**config.mk**
```make
export PLATFORM = sky130hd
export DESIGN_NAME = sim_boot_ctrl
export DESIGN_NICKNAME = d
export VERILOG_FILES = /design/src/rtl/sim_boot_ctrl.sv
export SDC_FILE = /design/constraint.sdc
export NUM_CORES = 1
export LEC_CHECK = 0
export CORE_MARGIN = 2
export CORE_UTILIZATION = 40
export DETAILED_ROUTE_END_ITERATION = 10
export PLACE_DENSITY = 0.71
export SETUP_SLACK_MARGIN = 0.4
export SLEW_MARGIN = 25
export SYNTH_ARGS = -nofsm -noshare
export SYNTH_HDL_FRONTEND = slang
export SYNTH_SLANG_ARGS = --single-unit
export TNS_END_PERCENT = 20
```
**constraint.sdc**
```tcl
create_clock -name clk -period 4.8 [get_ports clk]
set_input_delay 0.48 -clock clk [delete_from_list [all_inputs] [get_ports clk]]
set_output_delay 0.48 -clock clk [all_outputs]
set_load 0.1 [all_outputs]
```
**src/rtl/sim_boot_ctrl.sv**
```systemverilog
// ---------------------------------------------------------------------------
// sim_boot_ctrl
//
// Boot-and-monitor controller for the single-cycle RV core simulation top.
// It streams a program image into instruction memory one word per accepted
// beat while the core is held. It then pulses pc_load for one cycle and
// releases the core. While the core runs, it snoops data stores: a store to
// TOHOST_ADDR ends the run with pass or fail, and an optional cycle budget
// ends it with a timeout. From DONE, a rearm request starts the next image
// load, so one simulation can run several programs.
//
// Ports
//   clk, rst          clock (rising edge), asynchronous active-high reset
//   ld_valid/ready    image beat handshake; a beat is accepted on valid&ready
//   ld_data, ld_last  instruction word and final-beat marker
//   imem_we/waddr/    registered instruction-memory write port; it is valid
//   imem_wdata        in the cycle after a beat is accepted
//   cpu_hold          freezes the core (no PC update, no stores) when 1
//   pc_load, pc_init  one-cycle PC-load strobe and the constant start PC
//   mon_we/addr/wdata snooped core data-store bus
//   rearm             restart request; honoured only in DONE
//   done, status      sticky completion flag and result code:
//                     0 busy, 1 pass, 2 fail, 3 timeout, 4 load overflow
//   fail_code         tohost value shifted right by one, on fail
//   cycle_count       number of RUN cycles elapsed; saturates at 2^32-1
// ---------------------------------------------------------------------------
module sim_boot_ctrl #(
  parameter int unsigned      XLEN        = 32,
  parameter int unsigned      IMEM_DEPTH  = 1024,
  parameter logic [XLEN-1:0]  RESET_PC    = 32'h0,
  parameter logic [XLEN-1:0]  TOHOST_ADDR = 32'h0000_1000,
  parameter int unsigned      TIMEOUT     = 100000,
  localparam int unsigned     AW          = (IMEM_DEPTH > 1) ? $clog2(IMEM_DEPTH) : 1
) (
  input  logic            clk,
  input  logic            rst,
  // image stream
  input  logic            ld_valid,
  output logic            ld_ready,
  input  logic [31:0]     ld_data,
  input  logic            ld_last,
  // instruction-memory write port
  output logic            imem_we,
  output logic [AW-1:0]   imem_waddr,
  output logic [31:0]     imem_wdata,
  // core control
  output logic            cpu_hold,
  output logic            pc_load,
  output logic [XLEN-1:0] pc_init,
  // store snoop
  input  logic            mon_we,
  input  logic [XLEN-1:0] mon_addr,
  input  logic [XLEN-1:0] mon_wdata,
  // run control and result
  input  logic            rearm,
  output logic            done,
  output logic [2:0]      status,
  output logic [XLEN-1:0] fail_code,
  output logic [31:0]     cycle_count
);

  typedef enum logic [1:0] {
    ST_LOAD  = 2'd0,
    ST_START = 2'd1,
    ST_RUN   = 2'd2,
    ST_DONE  = 2'd3
  } state_t;

  localparam logic [2:0] STAT_BUSY     = 3'd0;
  localparam logic [2:0] STAT_PASS     = 3'd1;
  localparam logic [2:0] STAT_FAIL     = 3'd2;
  localparam logic [2:0] STAT_TIMEOUT  = 3'd3;
  localparam logic [2:0] STAT_OVERFLOW = 3'd4;

  // The last writable word address. A non-final beat accepted here fills
  // the memory, so the load ends with an overflow result.
  localparam logic [AW-1:0]   LAST_ADDR    = AW'(IMEM_DEPTH - 32'd1);
  localparam logic [XLEN-1:0] TOHOST_PASS  = XLEN'(1'b1);
  localparam logic [31:0]     CNT_MAX      = 32'hFFFF_FFFF;
  localparam logic            TIMEOUT_EN   = (TIMEOUT != 32'd0);
  // The count is compared against TIMEOUT-1 and incremented in the same
  // cycle, so DONE shows exactly TIMEOUT elapsed RUN cycles.
  localparam logic [31:0]     TIMEOUT_LAST = (TIMEOUT == 32'd0) ? 32'd0 : (TIMEOUT - 32'd1);

  state_t            state_r;
  state_t            state_s;
  logic [AW-1:0]     wptr_r;
  logic [AW-1:0]     wptr_s;
  logic [2:0]        status_r;
  logic [2:0]        status_s;
  logic [XLEN-1:0]   fail_code_r;
  logic [XLEN-1:0]   fail_code_s;
  logic [31:0]       cycle_count_r;
  logic [31:0]       cycle_count_s;
  logic              accept_s;
  logic              tohost_hit_s;

  logic              imem_we_r;
  logic [AW-1:0]     imem_waddr_r;
  logic [31:0]       imem_wdata_r;
  logic              cpu_hold_r;
  logic              pc_load_r;
  logic              done_r;

  // Image beats are accepted in LOAD only. This path is combinational from
  // the state so that a beat can be accepted on every cycle.
  assign ld_ready     = (state_r == ST_LOAD);
  assign accept_s     = ld_valid & ld_ready;
  assign tohost_hit_s = mon_we & (mon_addr == TOHOST_ADDR);

  // Next-state, write-pointer, result and cycle-counter logic
  always_comb begin
    state_s       = state_r;
    wptr_s        = wptr_r;
    status_s      = status_r;
    fail_code_s   = fail_code_r;
    cycle_count_s = cycle_count_r;
    case (state_r)
      ST_LOAD: begin
        if (accept_s) begin
          wptr_s = wptr_r + AW'(1'b1);
          if (ld_last) begin
            state_s = ST_START;
          end else if (wptr_r == LAST_ADDR) begin
            state_s  = ST_DONE;
            status_s = STAT_OVERFLOW;
          end else begin
            state_s = ST_LOAD;
          end
        end else begin
          wptr_s = wptr_r;
        end
      end
      ST_START: begin
        state_s = ST_RUN;
      end
      ST_RUN: begin
        // The terminating cycle is counted too.
        if (cycle_count_r == CNT_MAX) begin
          cycle_count_s = cycle_count_r;
        end else begin
          cycle_count_s = cycle_count_r + 32'd1;
        end
        // A tohost store takes priority over a timeout in the same cycle.
        if (tohost_hit_s) begin
          state_s = ST_DONE;
          if (mon_wdata == TOHOST_PASS) begin
            status_s = STAT_PASS;
          end else begin
            status_s    = STAT_FAIL;
            fail_code_s = mon_wdata >> 1;
          end
        end else if (TIMEOUT_EN && (cycle_count_r == TIMEOUT_LAST)) begin
          state_s  = ST_DONE;
          status_s = STAT_TIMEOUT;
        end else begin
          state_s = ST_RUN;
        end
      end
      ST_DONE: begin
        // Results stay sticky until rearm. Stores seen here are ignored.
        if (rearm) begin
          state_s       = ST_LOAD;
          wptr_s        = '0;
          status_s      = STAT_BUSY;
          fail_code_s   = '0;
          cycle_count_s = 32'd0;
        end else begin
          state_s = ST_DONE;
        end
      end
      default: begin
        state_s = ST_LOAD;
      end
    endcase
  end

  // State, write pointer and run-result registers
  always_ff @(posedge clk or posedge rst) begin
    if (rst) begin
      state_r       <= ST_LOAD;
      wptr_r        <= '0;
      status_r      <= STAT_BUSY;
      fail_code_r   <= '0;
      cycle_count_r <= 32'd0;
    end else begin
      state_r       <= state_s;
      wptr_r        <= wptr_s;
      status_r      <= status_s;
      fail_code_r   <= fail_code_s;
      cycle_count_r <= cycle_count_s;
    end
  end

  // Registered instruction-memory write port, one cycle behind acceptance
  always_ff @(posedge clk or posedge rst) begin
    if (rst) begin
      imem_we_r    <= 1'b0;
      imem_waddr_r <= '0;
      imem_wdata_r <= 32'd0;
    end else begin
      imem_we_r <= accept_s;
      if (accept_s) begin
        imem_waddr_r <= wptr_r;
        imem_wdata_r <= ld_data;
      end
    end
  end

  // Core-control and done flags. They are registered from the next state,
  // so each flag changes on the same edge as the state it belongs to.
  always_ff @(posedge clk or posedge rst) begin
    if (rst) begin
      cpu_hold_r <= 1'b1;
      pc_load_r  <= 1'b0;
      done_r     <= 1'b0;
    end else begin
      cpu_hold_r <= (state_s != ST_RUN);
      pc_load_r  <= (state_s == ST_START);
      done_r     <= (state_s == ST_DONE);
    end
  end

  assign imem_we     = imem_we_r;
  assign imem_waddr  = imem_waddr_r;
  assign imem_wdata  = imem_wdata_r;
  assign cpu_hold    = cpu_hold_r;
  assign pc_load     = pc_load_r;
  assign pc_init     = RESET_PC;
  assign done        = done_r;
  assign status      = status_r;
  assign fail_code   = fail_code_r;
  assign cycle_count = cycle_count_r;

endmodule

```
==> impl_metrics.env, run 1 <==
export IMPL_async_flop_share_pct=100
export IMPL_nets=917
export IMPL_max_freq_mhz=320
export IMPL_synthAdderAreaFrac_pct=1.20
export IMPL_layout_common_cells="clkdlybuf4s50_1, dfrtp_1, nand2_1, mux2_2, o21ai_0"
export IMPL_wirelength_um=18600
export IMPL_holdBufCountCts=0
export IMPL_dpl_cell_area_um2=8430
export IMPL_worstPathArrival_ns=3.44
export IMPL_antennaDiodeCount=0
export IMPL_required_ns=5.12
export IMPL_syn_area_um2=6280
export IMPL_io_buffers=214
export IMPL_synth_xor_area_share_pct=0.697
export IMPL_status="finished clean"
export IMPL_dp_cells=1001
export IMPL_final_common_cell="clkdlybuf4s50_1"
export IMPL_p_leak_nw=3.85
export IMPL_slowest_delay_ns=0.59
export IMPL_crit_fanout=27
export IMPL_cap_violations=0
export IMPL_final_cell_count_no_fill=1033
export IMPL_cts_buffer_depth=2
export IMPL_coreArea_um2=15300
export IMPL_synthDistinctLibCells=59
export IMPL_vdd_drop_max_mv=0.337
export IMPL_cts_tree="done"
export IMPL_synthFlopType="dfrtp_1"
export IMPL_tightest_slew_ns=1.07
export IMPL_critical_path_startpoint_type="flop"
export IMPL_fp_row_count=45
export IMPL_start_util_pct=41.1
export IMPL_area_growth_pct=45.1
export IMPL_clk_pin_slew_ns=0.06
export IMPL_timing_final_crit_share_pct=65.0
export IMPL_grt_max_degree=59
export IMPL_synth_compound_area_share_pct=13.9
export IMPL_drc_errors=0
export IMPL_cts_buffers=17
export IMPL_viasPerCell=5.42
export IMPL_die_area_um2=16700
export IMPL_endpoint_kind="flop"
export IMPL_worstSetupPathType="flop to flop"
export IMPL_muxShareOfSynthArea_pct=8.51
export IMPL_setup_violations=0
export IMPL_finalWeightedCongestion=0.900
export IMPL_num_vias=5598
export IMPL_critical_path_slowest_cell="o21ai_1"
export IMPL_drv_slew=0
export IMPL_cts_htree_levels=4
export IMPL_num_io_pins=248
export IMPL_antenna_found_initial=0
export IMPL_die_w_um=129
export IMPL_synth_seq_cells=124
export IMPL_final_antenna_net_count=0
export IMPL_seq_area_frac_synth_pct=49.4
export IMPL_synth_top_family_by_area="simple AND/OR/NAND/NOR gates"
export IMPL_ys_warn_count=0
export IMPL_p_per_area_nw_per_um2=469
export IMPL_track_usage_pct=22.4
export IMPL_slew_headroom_pct=28.5
export IMPL_period_minus_slack_ns=3.12
export IMPL_cts_setup_buffers=0
export IMPL_hold_class="input port to asynchronous set/reset pin"
export IMPL_grt_pass1_vias=5652
export IMPL_rsz0062_at_grt="false"
export IMPL_cts_resized_gates=0
export IMPL_synthSimpleGateAreaFrac_pct=18.8
export IMPL_fin_area_um2=9110
export IMPL_cts_sinks=124
export IMPL_drtPass1Iterations=5
export IMPL_grt_overflow=0
export IMPL_drtIter0Drc=451
export IMPL_hold_viol_final=0
export IMPL_root_buffer="clkbuf_16"
export IMPL_clock_skew_ns=0.00535
export IMPL_synthCells=604
export IMPL_drive_gt1_share_pct=12.0
export IMPL_die_h_um=129
export IMPL_synth_enable_flop_cells=0
export IMPL_insertion_delay_ns=0.41
export IMPL_synth_area_per_cell_um2=10.4
export IMPL_dp_hpwl_um=13500
export IMPL_worstPathCellList="inv_1 -> ha_1 -> inv_2 -> o21ai_1 -> o31ai_4 -> buf_4 -> nor3_1 -> a21oi_1 -> o21ai_0"
export IMPL_fin_tns_setup_ns=0
export IMPL_grt_pass1_wl_um=29300
export IMPL_wl_per_cell_um=18.0
==> registers in the layout (all words and copies together) (netlist names) <==
register	count
cpu_hold	1
cycle_count	32
done	1
fail_code	31
imem_waddr	10
imem_wdata	32
imem_we	1
pc_load	1
state_r	2
status	3
wptr_r	10
==> cell families (layout without fill, tap and decap cells) <==
family                   count (synthesis)  in the layout
AND/OR/NAND/NOR                        215            215
multiplexers                            48             48
flip-flops                             124            124
other                                    1             33
XOR/XNOR                                 5              5
adder cells (fa/ha/maj)                  6              6
buffers and inverters                   76            262
AO/OA/AOI/OAI                          129            129
==> final timing paths <==
check | startpoint | to | slack, ns | cells after the start
worst max-delay path | state_r[0]$_DFF_PP0_ | cycle_count[10]$_DFFE_PP0P_ | 1.68 | 9
worst min-delay path | rst | imem_wdata[26]$_DFFE_PP0P_ | 0.41 | 2
worst max register to register | state_r[0]$_DFF_PP0_ | cycle_count[10]$_DFFE_PP0P_ | 1.68 | 9
worst min register to register | imem_wdata[5]$_DFFE_PP0P_ | imem_wdata[5]$_DFFE_PP0P_ | 0.50 | 1
max in group asynchronous | rst | cycle_count[29]$_DFFE_PP0P_ | 3.43 | 3
min in group clk | imem_wdata[5]$_DFFE_PP0P_ | imem_wdata[5]$_DFFE_PP0P_ | 0.50 | 1
==> metrics by stage <==
step	setup WS (ns)	hold WS, ns	power [mW]	util, %
after floorplan	1.02	0.456	2.48	-
after global placement	1.84	0.489	2.85	55.2
after detailed placement	1.71	0.495	2.87	55.2
after CTS	1.73	0.411	4.30	59.6
after global routing	1.31	0.446	4.42	59.7
final	1.68	0.407	4.28	59.7
==> per-layer routing <==
layer / vias to the layer above / global-route usage, % / share of wire (%) / wire length, um
li1: 2573 / - / - / -
met1: 2761 / 28.1 / 41 / 7590
met2: 234 / 36.1 / 49 / 9050
met3: 30 / 7.80 / 8.4 / 1560
met4: 0 / 8.06 / 2.1 / 384
met5: - / 0 / 0 / 0
==> report_power, final <==
group / total (mW) / switching, mW / leakage [nW] / internal (mW)
sequential: 1.31 / 0.149 / 1.62 / 1.16
combinational: 1.54 / 1.18 / 1.91 / 0.367
clock: 1.42 / 0.463 / 0.319 / 0.960
total: 4.28 / 1.79 / 3.85 / 2.49
==> synth_stat cells (9+ instances only) <==
cell / number / share of area [%]
a21oi_1: 25 / 2.0
a22oi_1: 11 / 1.3
a32o_1: 19 / 3.0
buf_2: 9 / 0.72
buf_4: 37 / 4.4
clkbuf_1: 16 / 0.96
dfrtp_1: 123 / 49
inv_1: 9 / 0.54
mux2_2: 43 / 7.7
nand2_1: 57 / 3.4
nand3_1: 26 / 2.1
nand4_1: 16 / 1.6
nor2_1: 27 / 1.6
nor3_1: 17 / 1.4
nor4_1: 15 / 1.5
o21ai_0: 43 / 3.4
==> critical path, delay by kind of cell, from the launching register on <==
| family | cells | cell delay [ns] |
|---|---|---|
| adder cells (fa/ha/maj) | 1 | 0.52 |
| AND/OR/NAND/NOR | 1 | 0.18 |
| buffers and inverters | 3 | 0.76 |
| AO/OA/AOI/OAI | 4 | 1.13 |
| flip-flops | 1 | 0.41 |
==> layout make-up <==
| class | instances | area [um^2] |
|---|---|---|
| fill | 1262 | 6150 |
| clock buffer | 21 | 470 |
| timing repair buffer | 220 | 2190 |
| clock inverter | 11 | 189 |
| inverter | 10 | 40.0 |
| tap | 211 | 264 |
| multi-input combinational | 436 | 2850 |
| sequential | 124 | 3100 |
No activity file was read; power rests on OpenSTA's default activity.
==> inputs of run 2 (changes only) <==
--- a/config.mk
+++ b/config.mk
@@ -8,7 +8,7 @@
 export CORE_MARGIN = 2
 export CORE_UTILIZATION = 40
 export DETAILED_ROUTE_END_ITERATION = 10
-export PLACE_DENSITY = 0.71
+export PLACE_DENSITY = 0.74
 export SETUP_SLACK_MARGIN = 0.4
 export SLEW_MARGIN = 25
 export SYNTH_ARGS = -nofsm -noshare
==> constraint.sdc (replaced) <==
create_clock -name clk -period 2.8 [get_ports clk]
set_input_delay 0.28 -clock clk [delete_from_list [all_inputs] [get_ports clk]]
set_output_delay 0.28 -clock clk [all_outputs]
set_load 0.1 [all_outputs]
==> impl_metrics.env, run 2 (same netlist as run 1, synthesis figures left out) <==
export IMPL_num_vias=5588
export IMPL_cts_buffer_depth=2
export IMPL_grt_pass1_wl_um=28600
export IMPL_grt_max_degree=68
export IMPL_hold_viol_final=0
export IMPL_slew_headroom_pct=63.5
export IMPL_drtPass1Iterations=5
export IMPL_die_h_um=129
export IMPL_final_antenna_net_count=0
export IMPL_fin_tns_setup_ns=0
export IMPL_coreArea_um2=15300
export IMPL_p_per_area_nw_per_um2=781
export IMPL_track_usage_pct=21.9
export IMPL_tightest_slew_ns=0.547
export IMPL_viasPerCell=5.30
export IMPL_cts_htree_levels=4
export IMPL_finalWeightedCongestion=0.941
export IMPL_root_buffer="clkbuf_16"
export IMPL_critical_path_startpoint_type="flop"
export IMPL_layout_common_cells="buf_4, dfrtp_1, clkdlybuf4s50_1, nand2_1"
export IMPL_grt_pass1_vias=5506
export IMPL_hold_class="input port to asynchronous set/reset pin"
export IMPL_grt_use_met1_pct=28.1
export IMPL_required_ns=3.07
export IMPL_r2r_start="state_r[0]$_DFF_PP0_"
export IMPL_period_minus_slack_ns=2.26
export IMPL_grt_util_met3_pct=6.03
export IMPL_io_buffers=214
export IMPL_fp_row_count=45
export IMPL_holdBufCountCts=0
export IMPL_fill_cells=1293
export IMPL_clock_skew_ns=0.00810
export IMPL_worstSetupPathType="flop to flop"
export IMPL_drc_errors=0
export IMPL_drtIter0Drc=501
export IMPL_drv_slew=0
export IMPL_die_w_um=129
export IMPL_vdd_drop_max_mv=0.540
export IMPL_antenna_found_initial=0
export IMPL_drive_gt1_share_pct=28.0
export IMPL_setup_violations=0
export IMPL_dp_hpwl_um=13700
export IMPL_max_freq_mhz=443
export IMPL_wirelength_um=18200
export IMPL_wl_per_cell_um=17.3
export IMPL_num_io_pins=248
export IMPL_worstPathArrival_ns=2.53
export IMPL_start_util_pct=41.1
export IMPL_status="finished clean"
export IMPL_cap_violations=0
export IMPL_nets=938
export IMPL_met2_usage_pct=35.9
export IMPL_hold_slack_ns=0.260
export IMPL_gr_max_usage_layer="met2"
export IMPL_p_leak_nw=4.11
export IMPL_area_growth_pct=41.9
export IMPL_grt_overflow=0
export IMPL_die_area_um2=16700
export IMPL_crit_fanout=14
export IMPL_rsz0062_at_grt="true"
export IMPL_cts_sinks=124
export IMPL_antennaDiodeCount=0
export IMPL_timing_final_crit_share_pct=80.6
export IMPL_endpoint_kind="flop"
export IMPL_critPathLaunch="state_r[0]$_DFF_PP0_"
export IMPL_cts_tree="done"
export IMPL_insertion_delay_ns=0.42
export IMPL_final_common_cell="buf_4"
export IMPL_cts_buffers=17
export IMPL_clk_pin_slew_ns=0.06
## run 2: cell types whose count changed in the layout (fill, tap and decap cells not counted), sizes merged
cell | previous run | this run
clkbuf | 21 | 17
clkinv | 4 | 8
clkdlybuf4s50 | 214 | 101
bufinv | 5 | 2
clkinvlp | 2 | 5
buf | 6 | 140
## run 2: metal layers
| layer | up-vias | wire, um |
|---|---|---|
| li1 | 2612 | - |
| met1 | 2717 | 7600 |
| met2 | 225 | 8970 |
| met3 | 34 | 1240 |
| met4 | 0 | 405 |
| met5 | - | 0 |
## run 2: repair_timing
item                       in CTS  in global routing
pin swaps                       0                  1
gates cloned                    0                  0
setup endpoints to repair       9                 19
gates resized for setup         2                  2
setup buffers                   0                  2
## run 2: final cells by class
type                            instances  area (um^2)  share of cell area, %
Clock buffer                           17          425                   4.78
Clock inverter                         15          150                   1.69
Inverter                               10         41.3                  0.464
Multi-Input combinational cell        436         2850                   32.0
Sequential cell                       124         3100                   34.9
Tap cell                              211          264                   2.96
Timing Repair Buffer                  241         2070                   23.3
## run 2: worst max-delay path, stage by stage (launching register included)
cell	delay (ns)
dfrtp_1	0.42
inv_1	0.10
ha_2	0.28
and2_1	0.16
nand4_1	0.19
o31ai_4	0.33
buf_4	0.26
nor3_1	0.08
a21oi_1	0.15
o21ai_0	0.13
## run 2: metrics by stage
stage	std cells	area, um^2	power [mW]	setup WS, ns	utilization [%]
finish	1054	8910	6.96	0.544	58.4
global route	1054	8910	7.20	0.373	58.4
CTS	1052	8890	7.00	0.455	58.2
detailed placement	1020	8300	4.85	0.248	54.4
global placement	1020	8300	4.82	0.344	54.4
floorplan	636	6400	4.25	0.124	-
## run 2: final timing paths
check	to	slack (ns)	cells past startpoint
min	imem_we$_DFF_PP0_	0.26	2
min reg2reg	imem_wdata[22]$_DFFE_PP0P_	0.50	1
min in group clk	imem_wdata[17]$_DFFE_PP0P_	0.48	2
max	cycle_count[10]$_DFFE_PP0P_	0.54	9
max reg2reg	cycle_count[10]$_DFFE_PP0P_	0.54	9
max in group asynchronous	cpu_hold$_DFF_PP1_	1.79	3
## run 2: power by group
part | internal, mW | switching, mW | leakage (nW)
combinational | 0.569 | 2.03 | 2.21
clock | 1.30 | 0.826 | 0.275
sequential | 1.99 | 0.237 | 1.62
total | 3.86 | 3.09 | 4.11
